[src/rtl/pipe_pkg.sv]
// pipe_pkg
// Shared constants for the 5-stage RISC-V pipeline.
//   NOP_INST     : canonical bubble instruction (addi x0,x0,0)
//   XLEN_DEF     : default PC/address width
//   RESET_PC_DEF : default PC value after reset
package pipe_pkg;

  localparam logic [31:0] NOP_INST     = 32'h0000_0013;
  localparam int          XLEN_DEF     = 32;
  localparam logic [31:0] RESET_PC_DEF = 32'h0000_0000;

endpackage : pipe_pkg

[src/rtl/if_perf_cnt.sv]
// if_perf_cnt
// Three free-running, wrapping performance counters for the fetch stage.
// Ports:
//   clk, rst_n   : pipeline clock, asynchronous active-low reset
//   load_real    : IF/ID captured a real instruction this cycle
//   load_bubble  : IF/ID captured a bubble this cycle
//   stall        : IF/ID was held (en_IFID low) this cycle
//   fetch_cnt    : count of real instruction loads
//   stall_cnt    : count of stalled cycles
//   flush_cnt    : count of bubble loads
module if_perf_cnt #(
  parameter int CNT_W = 32
) (
  input  logic             clk,
  input  logic             rst_n,
  input  logic             load_real,
  input  logic             load_bubble,
  input  logic             stall,
  output logic [CNT_W-1:0] fetch_cnt,
  output logic [CNT_W-1:0] stall_cnt,
  output logic [CNT_W-1:0] flush_cnt
);

  // Counters wrap naturally at 2^CNT_W; no saturation.
  always_ff @(posedge clk or negedge rst_n) begin
    if (!rst_n) begin
      fetch_cnt <= '0;
      stall_cnt <= '0;
      flush_cnt <= '0;
    end else begin
      if (load_real)   fetch_cnt <= fetch_cnt + CNT_W'(1);
      if (stall)       stall_cnt <= stall_cnt + CNT_W'(1);
      if (load_bubble) flush_cnt <= flush_cnt + CNT_W'(1);
    end
  end

endmodule : if_perf_cnt

[src/rtl/if_stage.sv]
// if_stage
// Instruction-fetch stage: owns the PC register and the IF/ID pipeline
// register. Instruction memory is read combinationally at PC_out and the
// result (inst_in) is captured into IF/ID on the next rising edge.
// Optional feature macro: IF_PERF_CNT_EN enables the performance counters;
// when undefined the counter ports are tied to zero and no counter flops exist.
// Ports:
//   clk, rst_n          : pipeline clock, asynchronous active-low reset
//   en_IF               : PC update enable (0 = hold PC)
//   en_IFID             : IF/ID load enable (0 = hold IF/ID)
//   NOP_IFID            : load a bubble into IF/ID and freeze the PC
//   Control_stall_IF    : control instruction in EX/MEM, apply redirect
//   Branch_taken_EXMem  : that control instruction resolved taken
//   PC_branch_EXMem     : redirect target
//   inst_in             : instruction read from IMem at PC_out
//   PC_out              : current fetch address
//   PC_out_IFID         : PC of the instruction held in IF/ID
//   inst_out_IFID       : instruction held in IF/ID
//   valid_IFID          : IF/ID holds a real instruction
//   fetch_cnt, stall_cnt, flush_cnt : performance counters
module if_stage
  import pipe_pkg::*;
#(
  parameter int               XLEN     = XLEN_DEF,
  parameter logic [XLEN-1:0]  RESET_PC = XLEN'(RESET_PC_DEF),
  parameter int               CNT_W    = 32
) (
  input  logic             clk,
  input  logic             rst_n,
  input  logic             en_IF,
  input  logic             en_IFID,
  input  logic             NOP_IFID,
  input  logic             Control_stall_IF,
  input  logic             Branch_taken_EXMem,
  input  logic [XLEN-1:0]  PC_branch_EXMem,
  input  logic [31:0]      inst_in,
  output logic [XLEN-1:0]  PC_out,
  output logic [XLEN-1:0]  PC_out_IFID,
  output logic [31:0]      inst_out_IFID,
  output logic             valid_IFID,
  output logic [CNT_W-1:0] fetch_cnt,
  output logic [CNT_W-1:0] stall_cnt,
  output logic [CNT_W-1:0] flush_cnt
);

  logic [XLEN-1:0] pc_next;
  logic [XLEN-1:0] redirect_pc;

  // Targets are forced word-aligned; the low two bits are simply dropped.
  assign redirect_pc = {PC_branch_EXMem[XLEN-1:2], 2'b00};

  // The redirect has top priority. While a control instruction is in flight
  // the PC was frozen at the fall-through address, so a not-taken outcome
  // just keeps holding it.
  always_comb begin
    pc_next = PC_out;
    if (Control_stall_IF) begin
      if (Branch_taken_EXMem) pc_next = redirect_pc;
    end else if (en_IF && !NOP_IFID) begin
      pc_next = PC_out + XLEN'(4);
    end
  end

  always_ff @(posedge clk or negedge rst_n) begin
    if (!rst_n) PC_out <= RESET_PC;
    else        PC_out <= pc_next;
  end

  // A held IF/ID wins over a bubble request: a stalled branch sitting in ID
  // must not be overwritten.
  always_ff @(posedge clk or negedge rst_n) begin
    if (!rst_n) begin
      PC_out_IFID   <= '0;
      inst_out_IFID <= NOP_INST;
      valid_IFID    <= 1'b0;
    end else if (en_IFID) begin
      PC_out_IFID <= PC_out;
      if (NOP_IFID) begin
        inst_out_IFID <= NOP_INST;
        valid_IFID    <= 1'b0;
      end else begin
        inst_out_IFID <= inst_in;
        valid_IFID    <= 1'b1;
      end
    end
  end

`ifdef IF_PERF_CNT_EN
  logic load_real;
  logic load_bubble;
  logic ifid_stall;

  assign load_real   = en_IFID && !NOP_IFID;
  assign load_bubble = en_IFID &&  NOP_IFID;
  assign ifid_stall  = !en_IFID;

  if_perf_cnt #(
    .CNT_W (CNT_W)
  ) u_perf_cnt (
    .clk         (clk),
    .rst_n       (rst_n),
    .load_real   (load_real),
    .load_bubble (load_bubble),
    .stall       (ifid_stall),
    .fetch_cnt   (fetch_cnt),
    .stall_cnt   (stall_cnt),
    .flush_cnt   (flush_cnt)
  );
`else
  assign fetch_cnt = '0;
  assign stall_cnt = '0;
  assign flush_cnt = '0;
`endif

endmodule : if_stage

[config.mk]
export PLATFORM = sky130hd
export DESIGN_NAME = if_stage
export DESIGN_NICKNAME = d
export VERILOG_FILES = /design/src/rtl/pipe_pkg.sv /design/src/rtl/if_perf_cnt.sv /design/src/rtl/if_stage.sv
export SDC_FILE = /design/constraint.sdc
export NUM_CORES = 1
export LEC_CHECK = 0
export ABC_AREA = 1
export CAP_MARGIN = 20
export CORE_ASPECT_RATIO = 2
export CORE_MARGIN = 2
export CORE_UTILIZATION = 41
export DETAILED_ROUTE_END_ITERATION = 8
export PLACE_DENSITY = 0.81
export SETUP_SLACK_MARGIN = 0.3
export SYNTH_ARGS = -nofsm -noshare
export SYNTH_HDL_FRONTEND = slang
export SYNTH_HIERARCHICAL = 1
export SYNTH_SLANG_ARGS = --single-unit
export TNS_END_PERCENT = 10
[constraint.sdc]
create_clock -name clk -period 1.6 [get_ports clk]
set_input_delay 0.24 -clock clk [delete_from_list [all_inputs] [get_ports clk]]
set_output_delay 0.24 -clock clk [all_outputs]
set_load 0.02 [all_outputs]
==> results of run 1 <==
-- cells in the final DEF, fill, tap and decap left out, types with 2 or more instances in the layout --
cell and n:
nand2_1 175, conb_1 100, dfrtp_1 74, clkdlybuf4s50_1 66, nor2_1 58, dlygate4sd2_1 42, dlymetal6s2s_1 41, inv_1 40
o21ai_0 39, buf_4 33, nand3_1 32, a22o_1 29, dfrtp_2 16, nand2_2 14, nor2_4 13, buf_2 10
clkbuf_16 9, nor2_2 7, a21oi_1 7, o21ai_1 6, o22ai_1 5, buf_6 4, buf_12 4, o22a_1 3
nand2_4 3, clkinvlp_4 3, a22oi_1 3, dfstp_2 3, inv_4 2, nor2_8 2, nand3_2 2, and2_1 2
inv_6 2, clkinv_2 2
-- path summary, 6_finish.rpt --
check | end | slack, ps | depth (start not counted) | from
worst max-delay path | PC_out[24] | 60 | 11 | PC_out[3]
worst min-delay path | inst_out_IFID[24] | 420 | 2 | rst_n
worst max register to register | PC_out[24] | 60 | 11 | PC_out[3]
worst min register to register | PC_out_IFID[15] | 480 | 2 | PC_out_IFID[15]
max in group asynchronous | PC_out[26] | 630 | 3 | rst_n
min in group clk | PC_out[3] | 470 | 3 | PC_branch_EXMem[3]
-- power breakdown --
group	switching, mW	internal, mW	total [mW]	leakage, nW
logic	1.53	0.970	2.50	2.88
clock network	0.934	1.22	2.15	0.142
registers	0.346	2.71	3.05	1.14
total	2.81	4.89	7.70	4.15
-- registers in the layout (all words and copies together) (netlist names) --
signal,flops
inst_out_IFID,32
PC_out,30
PC_out_IFID,30
valid_IFID,1
-- critical path, stage by stage (launching register included) --
cell and delay [ps]:
dfrtp_2 390, ha_4 160, nand2_4 70, buf_6 130
nor2_4 100, nand2_2 90, nor2_4 150, nand2_1 90
nand2_2 80, nand3_2 60, nand2_1 70, nand2_1 40
-- routing by layer --
metal | share of wire, % | vias up | wire length, µm | GRT usage [%]
met5 | 0 | - | 0 | 0
met4 | 2.5 | 0 | 384 | 7.287
met3 | 8.6 | 33 | 1304 | 4.473
met2 | 49 | 264 | 7445 | 32.96
met1 | 40 | 2255 | 6005 | 26.79
li1 | - | 2320 | - | -
-- cell families (layout without fill, tap and decap cells) --
group	after synthesis	in the layout	synth area share, %
adders and majority gates	1	1	0.2346
AOI/OAI and AO/OA	97	97	11.80
other	1	100	0.07032
and+or+nand+nor	310	310	24.61
xor gates and xnor gates	1	1	0.1643
DFF	93	93	43.71
buffers and inverters	168	261	19.40
-- layout make-up --
| type | count | area [µm²] | share of cell area (%) |
|---|---|---|---|
| Clock buffer | 9 | 225.2 | 3.017 |
| Clock inverter | 7 | 72.57 | 0.9722 |
| Inverter | 44 | 173.9 | 2.330 |
| Multi-Input combinational cell | 509 | 2477 | 33.19 |
| Sequential cell | 93 | 2351 | 31.50 |
| Tap cell | 152 | 190.2 | 2.548 |
| Timing Repair Buffer | 201 | 1974 | 26.45 |
-- timing repair --
action / 4_1_cts / 5_1_grt
pin swaps: 1 / 15
hold buffers: 1 / 0
endpoints found under the setup margin: 123 / 113
setup buffers: 0 / 11
gates resized for setup: 96 / 85
hold endpoints to repair: 31 / 0
-- through the flow --
| step | util (%) | cell area, µm² |
|---|---|---|
| floorplan | - | 5727 |
| global placement | 53.91 | 6924 |
| detailed placement | 53.91 | 6924 |
| CTS | 55.60 | 7142 |
| global route | 58.11 | 7465 |
| finish | 58.11 | 7465 |
==> metrics.yaml, run 1 <==
fmax_ghz: 0.6479
area_growth_pct: 39.98
io_buffers: 161
vias: 4872
cp.arrival_ps: 1780
synth_seq_area_share_pct: 43.71
synth_area_um2: 5333
dieArea_um2: 13990
p_leak_nw: 4.154
hold_class: "input pin to async pin"
async_reset_ff_share_pct: 100.0
post_drt_wl_per_cell_um: 14.92
drv_cap: 0
post-route-period-util_pct: 96.46
setup_ws_ps: 56.59
setup_viol: 0
via_per_inst: 4.800
dp_worst_setup_slack_ps: -200.7
hpwl_mm: 11.28
insertion_delay_ps: 340
synth_largest_area_cell: "dfrtp_1"
synth_top_cell_area_share_pct: 42.23
yosysMostFrequentCell: "nand2_1"
grt_max_degree: 37
clock_sinks: 93
crit_required_ps: 1840
die_h_um: 165.3
drive_gt1_share_pct: 15.53
layout_min_cycle_time_ps: 1543
drt_iter0_drc: 393
crit_fanout: 3
h-tree-depth: 3
die_w_um: 84.64
ioPinCount: 264
diodes: 0
synth-edff-count: 0
power_mw: 7.702
rows: 59
cts_tree: "built"
skew_ps: 6.523
fillers: 1145
clkTransAtPathRegs_ps: 70
core_um2: 12840
synth.avg_cell_area_um2: 7.947
cts_buffer_depth: 2
first_global_vias: 4446
gp_congestion: 0.9020
fin_setup_tns_ps: 0
dr.pass1.iters: 5
layout.cells.non_filler: 1015
drv_slew: 0
synthCells: 671
synth_common_cells: "nand2_1, buf_4, dfrtp_1"
drc: 0
ys_warn_count: 6
path_class: "flip-flop to flip-flop"
antenna_found_initial: 0
synth-seq-cells: 93
routed_wirelength_mm: 15.14
ant_nets: 0
worstSetupStartpointType: "flip-flop"
synthFlopType: "dfrtp_1"
rsz0062_at_grt: "yes"
ys_top_cells_by_area: "dfrtp_1, buf_4, nand2_1"
powerDensity_nw_per_um2: 1032
grt_pass1_wl_mm: 22.78
status: "finished clean"
cts-root-buf: "clkbuf_16"
max-vdd-ir-drop_mv: 0.7263
initial_utilization_pct: 41.52
fin_nets: 930
cts_made_buffers: 9
synth_cell_types: 35
hold_viol: 0
crit_path_end_kind: "flip-flop"
holdWs_ps: 419.1
overflow: 0
dp.cells: 987
grtUsageTotal_pct: 20.35
No activity file was read; power rests on OpenSTA's default activity.
==> inputs of run 2 (changes only) <==
- PLACE_DENSITY: 0.81 -> 0.85
==> run 2 against run 1 <==
  * Maximum frequency is 1.5% lower
  * Final area is 2.3% higher
  * Critical path depth is 2 lower
  * Clock skew is 2.3 ps higher
  * Die area stayed put
  * Highest routed layer unchanged
  * Global-route usage is 0.44 points higher
  * Sequential share of layout area is 0.66 points lower
  * Routed wire length is 4.5% higher
==> metrics.yaml, run 2 (synthesized netlist as in run 1, its figures left out) <==
ant_nets: 0  # unchanged
overflow: 0  # unchanged
worstSetupStartpointType: "flip-flop"
max-vdd-ir-drop_mv: 0.7558  # +4.0%
holdWs_ps: 315.5  # -103.6 ps
vias: 5074  # +4.1%
drt_iter0_drc: 390  # -0.76%
crit_path_end_kind: "flip-flop"
hold_viol: 0  # unchanged
post_drt_wl_per_cell_um: 15.47  # +3.7%
final_common_cell: "nand2_1"
via_per_inst: 4.965  # +3.4%
status: "finished clean"
largest-register: "inst_out_IFID"
drv_cap: 0  # unchanged
powerDensity_nw_per_um2: 1057  # +2.4%
first_global_vias: 4579  # +3.0%
drc: 0  # unchanged
ioPinCount: 264  # unchanged
grt_pass1_wl_mm: 23.00  # +1.0%
crit_required_ps: 1840  # about the same
crit_fanout: 6  # +3
grt_max_degree: 94  # +150%
rr_endpoint: "PC_out[20]"
hp-start: "Control_stall_IF"
fillers: 1065  # -7.0%
regArea_um2: 2356  # +0.21%
ff2ff_path_depth: 9  # -2
post-route-period-util_pct: 97.98  # +1.5 points
clock_sinks: 93  # unchanged
layout_min_cycle_time_ps: 1568  # +24.28 ps
cp.arrival_ps: 1810  # +30 ps
hpwl_mm: 11.17  # -0.93%
rows: 59  # unchanged
die_h_um: 165.3  # unchanged
skew_ps: 8.818  # +2.295 ps
p_leak_nw: 4.218  # +1.5%
clkTransAtPathRegs_ps: 70  # about the same
die_w_um: 84.64  # unchanged
cts-root-buf: "clkbuf_16"
diodes: 0  # unchanged
power_mw: 8.074  # +4.8%
drive_gt1_share_pct: 21.49  # +6.0 points
tightest_slew_ps: 501.3
h-tree-depth: 3  # unchanged
fin_nets: 937  # +0.75%
crit_path_end: "PC_out[20]"
dieArea_um2: 13990  # unchanged
hold_class: "input pin to flip-flop"
slew_headroom_pct: 66.58
startpoint: "PC_out[7]"
r2r_start: "PC_out[7]"
area_growth_pct: 43.27
largest_register_ffs: 32  # unchanged
setup_viol: 0  # unchanged
r2r_slack_ps: 30  # -20 ps
dr.pass1.iters: 6  # +1
rsz0062_at_grt: "yes"
cts_tree: "built"
drv_slew: 0  # unchanged
cts_made_buffers: 9  # unchanged
insertion_delay_ps: 340  # about the same
final_cell_mix: "nand2_1, conb_1, dfrtp_1"
antenna_found_initial: 0  # unchanged
core_um2: 12840  # unchanged
gp_congestion: 0.9461  # +4.9%
initial_utilization_pct: 41.52  # unchanged
cts_buffer_depth: 2  # unchanged
fmax_ghz: 0.6379  # -1.5%
grtUsageTotal_pct: 20.79  # +0.44 points
multi_input_area_um2: 2565  # +3.5%
io_buffers: 161  # unchanged
routed_wirelength_mm: 15.82  # +4.5%
path_class: "flip-flop to flip-flop"
top_regs: "inst_out_IFID: 32 flops, PC_out: 30 flops, PC_out_IFID: 30 flops"
run 2: area by class of cell:
type / instances / share of cell area, %
timing repair buffer: 208 / 26.56
inverter: 44 / 2.260
clock inverter: 5 / 1.097
sequential: 93 / 30.84
clock buffer: 11 / 3.177
multi-input combinational: 509 / 33.57
tap: 152 / 2.489
run 2: per-stage QoR:
stage	instance area [µm²]	setup slack, ps	cells	setup TNS [ps]	util, %
6_report	7640	32.31	1022	0	59.48
5_1_grt	7640	-30.54	1022	-48.56	59.48
4_1_cts	7206	36.03	1007	0	56.10
3_5_place_dp	6932	-165.1	988	-2877	53.96
3_3_place_gp	6932	-141.2	988	-2200	53.96
2_1_floorplan	5727	172.1	770	0	-
run 2: worst min path at each step:
stage,endpoint,slack (ps),depth (start not counted)
CTS,PC_out_IFID[11],470,2
finish,PC_out[10],320,3
global route,PC_out[10],320,3
global placement,inst_out_IFID[27],330,2
detailed placement,inst_out_IFID[29],330,2
floorplan,PC_out[10],-60,0
run 2: power by group:
group	switching, mW	total, mW	internal (mW)
clock network	0.901	2.32	1.42
registers	0.340	3.05	2.71
logic	1.62	2.70	1.08
run 2: repair_timing:
action,4_1_cts,5_1_grt
buffers inserted,2,15
endpoints found under the setup margin,121,117
gates resized for setup,94,216
hold endpoints to repair,90,0
pin swaps,0,39
hold buffers,1,0
run 2: per-layer routing:
metal,part of all wire (%),routed length (µm),track usage [%],vias up
met1,39,6188,26.19,2407
met2,50,7888,34.43,301
li1,-,-,-,2338
met4,2.2,350,8.009,0
met5,0,0,0,-
met3,8.8,1388,4.970,28
run 2: critical path, stage by stage (launching register included):
cell and delay, ps:
dfrtp_2 440, nand2_1 140, nor2_1 210, nand2_4 140
nor2_4 190, nand2_1 70, nand2_1 80, nand3_2 70
nand2_1 70, nand2_1 50
==> inputs of run 3 (changes only) <==
- GPL_ROUTABILITY_DRIVEN: not set -> 0
- HOLD_SLACK_MARGIN: not set -> 0.08
- SKIP_LAST_GASP: not set -> 1
==> run 3 against run 2 <==
  * Final area shrank 0.18%
  * Critical path type unchanged
  * Critical path depth grew 1
  * Largest cell class unchanged
  * Critical endpoint is now PC_out[31]
  * Utilization shrank 0.11 points
  * Routed wire length grew 1.0%
==> metrics.yaml, run 3 (synthesized netlist as in run 1, its figures left out) <==
status: "finished clean"
overflow: 0  # unchanged
hold_class: "input pin to flip-flop"
die_w_um: 84.64  # unchanged
drive_gt1_share_pct: 18.57  # -2.9 points
die_h_um: 165.3  # unchanged
cts-root-buf: "clkbuf_16"
layout_min_cycle_time_ps: 1583  # +14.97 ps
insertion_delay_ps: 350  # about the same
setup_viol: 0  # unchanged
fin_util_pct: 59.37  # -0.11 points
routed_wirelength_mm: 15.98  # +1.0%
ant_nets: 0  # unchanged
crit_path_end_kind: "flip-flop"
ff2ff_path_depth: 10  # +1
initial_utilization_pct: 41.52  # unchanged
r2r_start: "PC_out[3]"
fin_setup_tns_ps: 0  # unchanged
vias: 5082  # +0.16%
antenna_found_initial: 0  # unchanged
switching_power_mw: 2.906  # +1.5%
cp.arrival_ps: 1830  # +20 ps
whs_endpoint: "PC_out[10]"
ioPinCount: 264  # unchanged
p_comb_share_pct: 32.6  # -0.9 points
worstSetupStartpointType: "flip-flop"
cts_tree: "built"
first_global_vias: 4650  # +1.6%
clock_sinks: 93  # unchanged
grt_max_degree: 94  # unchanged
r2r_slack_ps: 20  # about the same
drv_slew: 0  # unchanged
max-vdd-ir-drop_mv: 0.8445  # +12%
post-route-period-util_pct: 98.92  # +0.94 points
fin_nets: 950  # +1.4%
rsz0062_at_grt: "yes"
path_class: "flip-flop to flip-flop"
h-tree-depth: 3  # unchanged
drv_cap: 0  # unchanged
grt_pass1_wl_mm: 23.58  # +2.5%
seqPwrFrac_pct: 36.6  # -1.2 points
post_drt_wl_per_cell_um: 15.44  # -0.24%
cts_made_buffers: 9  # unchanged
powerDensity_nw_per_um2: 1090  # +3.1%
p_clk_share_pct: 30.7  # +2.0 points
hold_viol: 0  # unchanged
drt_iter0_drc: 284  # -27%
hpwl_mm: 11.21  # +0.34%
crit_fanout: 7  # +1
drc: 0  # unchanged
cts_buffer_depth: 2  # unchanged
grtUsageTotal_pct: 21.43  # +0.64 points
core_um2: 12840  # unchanged
rows: 59  # unchanged
dr.pass1.iters: 5  # -1
final_common_cell: "nand2_1"
hold_depth: 3  # unchanged
rr_endpoint: "PC_out[31]"
diodes: 0  # unchanged
top_regs: "inst_out_IFID: 32 flops, PC_out: 30 flops, PC_out_IFID: 30 flops"
clkTransAtPathRegs_ps: 70  # about the same
largest-register: "inst_out_IFID"
fmax_ghz: 0.6318  # -0.95%
skew_ps: 11.92  # +3.106 ps
io_buffers: 161  # unchanged
via_per_inst: 4.910  # -1.1%
final_cell_mix: "nand2_1, clkdlybuf4s50_1, conb_1"
crit_required_ps: 1850  # about the same
p_leak_nw: 3.777  # -10%
swShare_pct: 34.97  # -0.48 points
largest_register_ffs: 32  # unchanged
area_growth_pct: 43.01
power_mw: 8.310  # +2.9%
hp-start: "Control_stall_IF"
internal-power_mw: 5.404  # +3.7%
dieArea_um2: 13990  # unchanged
==> run 3: changes by cell type in the layout (fill, tap and decap cells not counted), moves of 4 or more <==
cell             before  now
dlygate4sd2_1         2   44
o21ai_1              12    6
buf_2                 2    6
clkdlybuf4s15_1       7    0
buf_6                22    8
clkbuf_2             27    0
clkdlybuf4s50_1      66  103
nor2_2               10   15
buf_4                33   53
dlymetal6s2s_1       44    2
o21ai_0              33   39
nor2_4               18   14
==> run 3: repair_timing <==
action                                  CTS  global route
setup buffers                             4            23
cloned                                    0             0
hold endpoints to repair                 90             0
pin swaps                                 0            15
endpoints found under the setup margin  121           119
gates resized for setup                 106            59
hold buffers                              1             0
==> run 3: area by class of cell <==
cell class              instances  area [µm²]
well taps                     152       190.2
inverters                      44       170.2
multi-input cells             509        2504
clock inverters                 6       116.4
fillers                      1076        5219
repair buffers                221        2049
flip-flops and latches         93        2357
clock buffers                  10       239.0
==> run 3: how the worst max path moves through the flow <==
stage          cells after the start         endpoint  slack, ps             start
5_1_grt                           10       PC_out[31]        -60         PC_out[3]
2_1_floorplan                     10       PC_out[28]        170         PC_out[3]
4_1_cts                            1  PC_out_IFID[27]         40   PC_out_IFID[27]
3_3_place_gp                       9       PC_out[14]       -140  Control_stall_IF
6_report                          10       PC_out[31]         20         PC_out[3]
3_5_place_dp                       9       PC_out[14]       -180  Control_stall_IF
==> run 3: stage by stage <==
| stage | instance area, µm² | instances | worst slack, ps | hold slack, ps |
|---|---|---|---|---|
| final | 7626 | 1035 | 17.34 | 340.9 |
| after global routing | 7626 | 1035 | -60.01 | 363.7 |
| after CTS | 7287 | 1012 | 38.45 | 462.2 |
| after detailed placement | 6954 | 991 | -181.0 | 329.2 |
| after global placement | 6954 | 991 | -135.9 | 325.5 |
| after floorplan | 5727 | 770 | 172.1 | -55.59 |
==> run 3: power groups by stage <==
| stage | registers, mW | logic (mW) | clock network, mW |
|---|---|---|---|
| 6_report | 3.05 | 2.71 | 2.55 |
| 5_1_grt | 3.09 | 2.93 | 2.70 |
| 4_1_cts | 3.02 | 2.48 | 2.59 |
| 3_5_place_dp | 3.06 | 2.56 | 0 |
| 3_3_place_gp | 3.04 | 2.51 | 0 |
| 2_1_floorplan | 3.43 | 1.08 | 0 |
==> run 3: critical path, cell delays in order (launching register included) <==
cell     delay [ps]
dfrtp_2         400
buf_6           120
nand2_4          70
nor2_4          210
nand2_2         110
nor2_4          190
nand2_1          70
nand2_1         100
nand3_2          90
nand2_1          70
nand2_1          40
==> run 3: layer usage <==
metal	wire, µm	track usage (%)	vias up
li1	-	-	2363
met1	6101	27.27	2377
met2	7961	35.33	308
met3	1529	4.771	34
met4	386	8.514	0
met5	0	0	-
==> RTL change 1, RTL diff (settings of run 1) <==
Build with the macro `IF_PERF_CNT_EN` defined.
--- a/src/rtl/if_stage.sv
+++ b/src/rtl/if_stage.sv
@@ -18,6 +18,8 @@
 //   inst_out_IFID       : instruction held in IF/ID
 //   valid_IFID          : IF/ID holds a real instruction
 //   fetch_cnt, stall_cnt, flush_cnt : performance counters
+`define IF_PERF_CNT_EN
+
 module if_stage
   import pipe_pkg::*;
 #(
Behaviour: not the same (Yosys sat finds a counterexample within 4 cycles, from zero or initial values and one cycle with rst_n low).
==> RTL change 1 against run 1 <==
Via count up 100%. Final area up 110%. Clock skew up 0.0061 ns. Routed wire length up 130%. Setup slack worse by 0.041 ns. Combinational power up 110%. Synthesized area up 85%. Total power up 100%. Largest power group unchanged. Sequential cell count up 96. Hold slack worse by 0.12 ns.
==> RTL change 1: results (changes against run 1) <==
Status
  – Outcome: completed

Clocking
  – CTS buffer count: 17 (+8)
  – Worst skew pair latency: 0.46 ns (+0.12 ns)

Synth
  – Synth Area in Compound Gates: 6.782% (-5.0 points)
  – Synth cell count leaders: nand2_1, dfrtp_1, nor2_1
  – Register area share after synthesis: 47.95% (+4.2 points)
  – Mux share of post-synthesis cell area: 0.1141% (+0.11 points)
  – Adder-cell share of the synthesized area: 0.5070% (+0.27 points)
  – Post-Synth XOR/XNOR Area: 5.755% (+5.6 points)
  – Area contributors post-synth: dfrtp_1, nand2_1, nor2_1
  – Library cells used by synthesis: 45 (+29%)

Worst setup path
  – Largest stage delay on the critical path: 0.42 ns (+0.03 ns)
  – Worst-path fanout max: 5 (+2)
  – Worst r2r src: u_perf_cnt/stall_cnt[1]
  – Slowest-stage cell, CP: dfrtp_1

Pwr
  – Leak Pwr: 7.469 nW (+80%)

Routing
  – Vias per std cell: 5.160 (+7.5%)
  – Iter 0 DRT Violations: 616 (+57%)
  – Routed WL: 35,060 um (+130%)

Cells and area
  – Nets: 1,683 (+81%)
  – Layout cells sized above 1: 39.24% (+24 points)

GRT
  – Initial antenna violation count: 1 (+1)
  – Vias in the first global route: 10.04k (+130%)
  – Largest net degree at the start of global routing: 59 (+59%)
  – First-pass GRT wire length: 50,910 um (+120%)

Place
  – Hpwl dp: 25,230 um (+120%)
-- RTL change 1: layout make-up --
cell class / instances / area [um^2]
antenna: 1 / 2.502
clock buffer: 17 / 425.4
clock inverter: 15 / 145.1
fill: 1821 / 8163
inverter: 117 / 460.4
multi-input combinational: 851 / 5221
sequential: 189 / 4827
tap: 287 / 359.1
timing repair buffer: 432 / 4119
-- RTL change 1: cell families after synthesis --
| logic type | count (synthesis) |
|---|---|
| compound gates | 103 |
| buf+inv | 147 |
| fa+ha+maj | 4 |
| xor+xnor | 64 |
| mux | 1 |
| other cells | 1 |
| simple gates | 675 |
| flops | 189 |
-- RTL change 1: where the power goes --
part           internal (mW)  switching, mW
clock network           2.08           2.15
registers               5.40          0.779
logic                   2.45           2.72
total                   9.93           5.65
-- RTL change 1: final timing paths --
check                                                 to  slack, ns  cells after the start
worst max-delay path            u_perf_cnt/stall_cnt[26]       0.02                      8
worst min-delay path            u_perf_cnt/stall_cnt[31]       0.30                      2
worst max register to register  u_perf_cnt/stall_cnt[26]       0.02                      8
worst min register to register           PC_out_IFID[25]       0.48                      2
max in group asynchronous                     PC_out[24]       0.68                      3
min in group clk                        inst_out_IFID[0]       0.36                      2
-- RTL change 1: what timing repair did --
| action | in CTS | in global routing |
|---|---|---|
| endpoints found under the hold margin | 38 | 0 |
| pin swaps | 5 | 114 |
| gates resized for setup | 396 | 756 |
| endpoints found under the setup margin | 341 | 328 |
| hold buffers | 1 | 0 |
| buffers inserted | 35 | 38 |
-- RTL change 1: layer usage --
layer	up-vias	part of all wire, %	GRT usage (%)
li1	4621	-	-
met4	0	7.1	19.94
met5	-	0	0
met1	4699	33	24.22
met3	129	4.7	4.944
met2	402	55	48.99
==> RTL change 2, RTL diff (settings of run 1) <==
Made on the original files. Reset style: synchronous (`rst_n`), changed in 2 clocked blocks. Comments in the files are not updated.
--- a/src/rtl/if_stage.sv
+++ b/src/rtl/if_stage.sv
@@ -61,14 +61,14 @@
     end
   end
 
-  always_ff @(posedge clk or negedge rst_n) begin
+  always_ff @(posedge clk) begin
     if (!rst_n) PC_out <= RESET_PC;
     else        PC_out <= pc_next;
   end
 
   // A held IF/ID wins over a bubble request: a stalled branch sitting in ID
   // must not be overwritten.
-  always_ff @(posedge clk or negedge rst_n) begin
+  always_ff @(posedge clk) begin
     if (!rst_n) begin
       PC_out_IFID   <= '0;
       inst_out_IFID <= NOP_INST;
Check against the original RTL: differs if rst_n is asserted again (counterexample within 4 cycles, from zero or initial values and one cycle with rst_n low); with rst_n held inactive, the same outputs for 10 cycles.
==> RTL change 2 against run 1 <==
Synthesized area decreased by 4.1%. Clock power increased by 4%. Register-to-register slack improved by 0.05 ns. First-iteration DRC count increased by 22%. Critical path depth decreased by 10. Routed wire length increased by 8.9%. Sequential power decreased by 17%. Clock skew increased by 0.0033 ns. Total power decreased by 21%. Sequential cell count unchanged. Maximum frequency decreased by 0.73%. Setup slack got worse by 0.011 ns. Final area decreased by 2.7%.
==> RTL change 2: results (changes against run 1) <==
Status
  – Outcome: completed

Worst setup path
  – Largest stage delay on the critical path: 0.65 ns (+0.26 ns)
  – R2R depth: 7 (-4)
  – Worst flop-to-flop path endpoint: PC_out[8]
  – Worst-path fanout max: 2 (-1)
  – Reg2reg setup slack: 0.11 ns (+0.05 ns)
  – CP delay by family, top: buffers and inverters
  – Worst r2r src: PC_out[2]
  – Slowest-stage cell, CP: clkdlybuf4s50_1
  – Critical path arrival: 1.31 ns (-0.47 ns)

Synth
  – Primary FF master, synth: dfxtp_1
  – Synth Area in Compound Gates: 14.55% (+2.7 points)
  – Library cells used by synthesis: 31 (-11%)
  – Asr flop ratio synth: 0% (-100 points)
  – Area contributors post-synth: dfxtp_1, buf_4, nand2_1
  – Adder-cell share of the synthesized area: 0.2446% (+0.0099 points)
  – Mux share of post-synthesis cell area: 0% (unchanged)
  – Synth cell count leaders: nand2_1, buf_4, dfxtp_1
  – Register area share after synthesis: 36.39% (-7.3 points)
  – Post-Synth XOR/XNOR Area: 0% (-0.16 points)

Pwr
  – Leak Pwr: 3.053 nW (-27%)
  – Worst VDD drop: 670.1 uV (-7.7%)

Place
  – PortBufs: 161 (unchanged)
  – Post-Place Cell Area: 6670 um^2 (-3.7%)
  – Pre-CTS setup slack: -0.1606 ns (+0.04017 ns)
  – GP Congestion: 0.8856 (-1.8%)
  – Hpwl dp: 12,210 um (+8.3%)

STA
  – Fin crit share: 97.17% (+0.71 points)
  – Minimum hold slack: 0.4094 ns (-0.009656 ns)
  – Skew final: 0.009787 ns (+0.003264 ns)

GRT
  – Initial antenna violation count: 0 (unchanged)
  – Vias in the first global route: 4,930 (+11%)
  – GRT Total Usage: 22.71% (+2.4 points)
  – Largest net degree at the start of global routing: 40 (+8.1%)
  – First-pass GRT wire length: 24,340 um (+6.9%)

Routing
  – Iter 0 DRT Violations: 478 (+22%)
  – Vias per std cell: 5.040 (+5.0%)
  – Average wire per standard cell: 15.38 um (+3.1%)

Cells and area
  – Layout cells sized above 1: 16.43% (+0.91 points)
  – Largest regs: inst_out_IFID: 32 flops, PC_out: 30 flops, PC_out_IFID: 30 flops
  – Nets: 992 (+6.7%)

Hold path
  – Hold Crit Class: in2reg
  – Worst hold start: en_IFID
  – Hold Path Depth: 3

Clocking
  – Clock transition at the registers of the reported paths: 0.07 ns (about the same)
  – Worst skew pair latency: 0.34 ns (about the same)
==> RTL change 2: how the worst max path moves through the flow <==
| stage | start | endpoint | depth (start not counted) |
|---|---|---|---|
| after CTS | PC_out_IFID[14] | PC_out_IFID[14] | 1 |
| after global routing | PC_out[2] | PC_out[8] | 7 |
| after detailed placement | Control_stall_IF | PC_out[8] | 8 |
| after floorplan | PC_out[2] | PC_out[28] | 10 |
| final | PC_out_IFID[14] | PC_out_IFID[14] | 1 |
| after global placement | Control_stall_IF | PC_out[9] | 7 |
==> RTL change 2: per-layer routing <==
metal  up-vias  routed length (um)  track usage, %
met5         -                   0               0
met4         0                 988           13.49
met3        71                1165           4.929
met2       331                8728           43.51
met1      2444                5610           21.64
li1       2557                   -               -
==> RTL change 2: where the power goes <==
part           internal [mW]  leakage, nW  total [mW]  switching (mW)
Combinational          0.520         2.12        1.30           0.782
Clock                   1.30        0.156        2.23           0.930
Sequential              2.43        0.778        2.54           0.111
Total                   4.25         3.05        6.07            1.82
==> RTL change 2: cells by family after synthesis <==
group / Yosys count
adder cells (fa/ha/maj): 1
AO/OA/AOI/OAI: 140
flip-flops: 93
buffers and inverters: 170
other: 1
AND/OR/NAND/NOR: 338
==> RTL change 2: layout make-up <==
| class | count | area [um^2] |
|---|---|---|
| Fill cell | 1088 | 4933 |
| Multi-Input combinational cell | 579 | 2735 |
| Timing Repair Buffer | 206 | 1983 |
| Sequential cell | 93 | 1931 |
| Clock buffer | 11 | 252.7 |
| Tap cell | 147 | 183.9 |
| Inverter | 31 | 118.9 |
| Clock inverter | 5 | 57.56 |
==> RTL change 2: metrics by stage <==
| stage | cells | setup TNS, ns | utilization (%) |
|---|---|---|---|
| 4_1_cts | 1055 | 0 | 57.05 |
| 6_report | 1072 | 0 | 59.55 |
| 3_3_place_gp | 1039 | -0.9231 | 54.69 |
| 3_5_place_dp | 1039 | -1.725 | 54.69 |
| 5_1_grt | 1072 | -0.002497 | 59.55 |
| 2_1_floorplan | 842 | 0 | - |
==> RTL change 2: timing repair <==
item,4_1_cts,5_1_grt
endpoints found under the hold margin,0,0
setup buffers,0,17
pin swaps,0,18
setup endpoints to repair,117,127
resized for setup,63,58
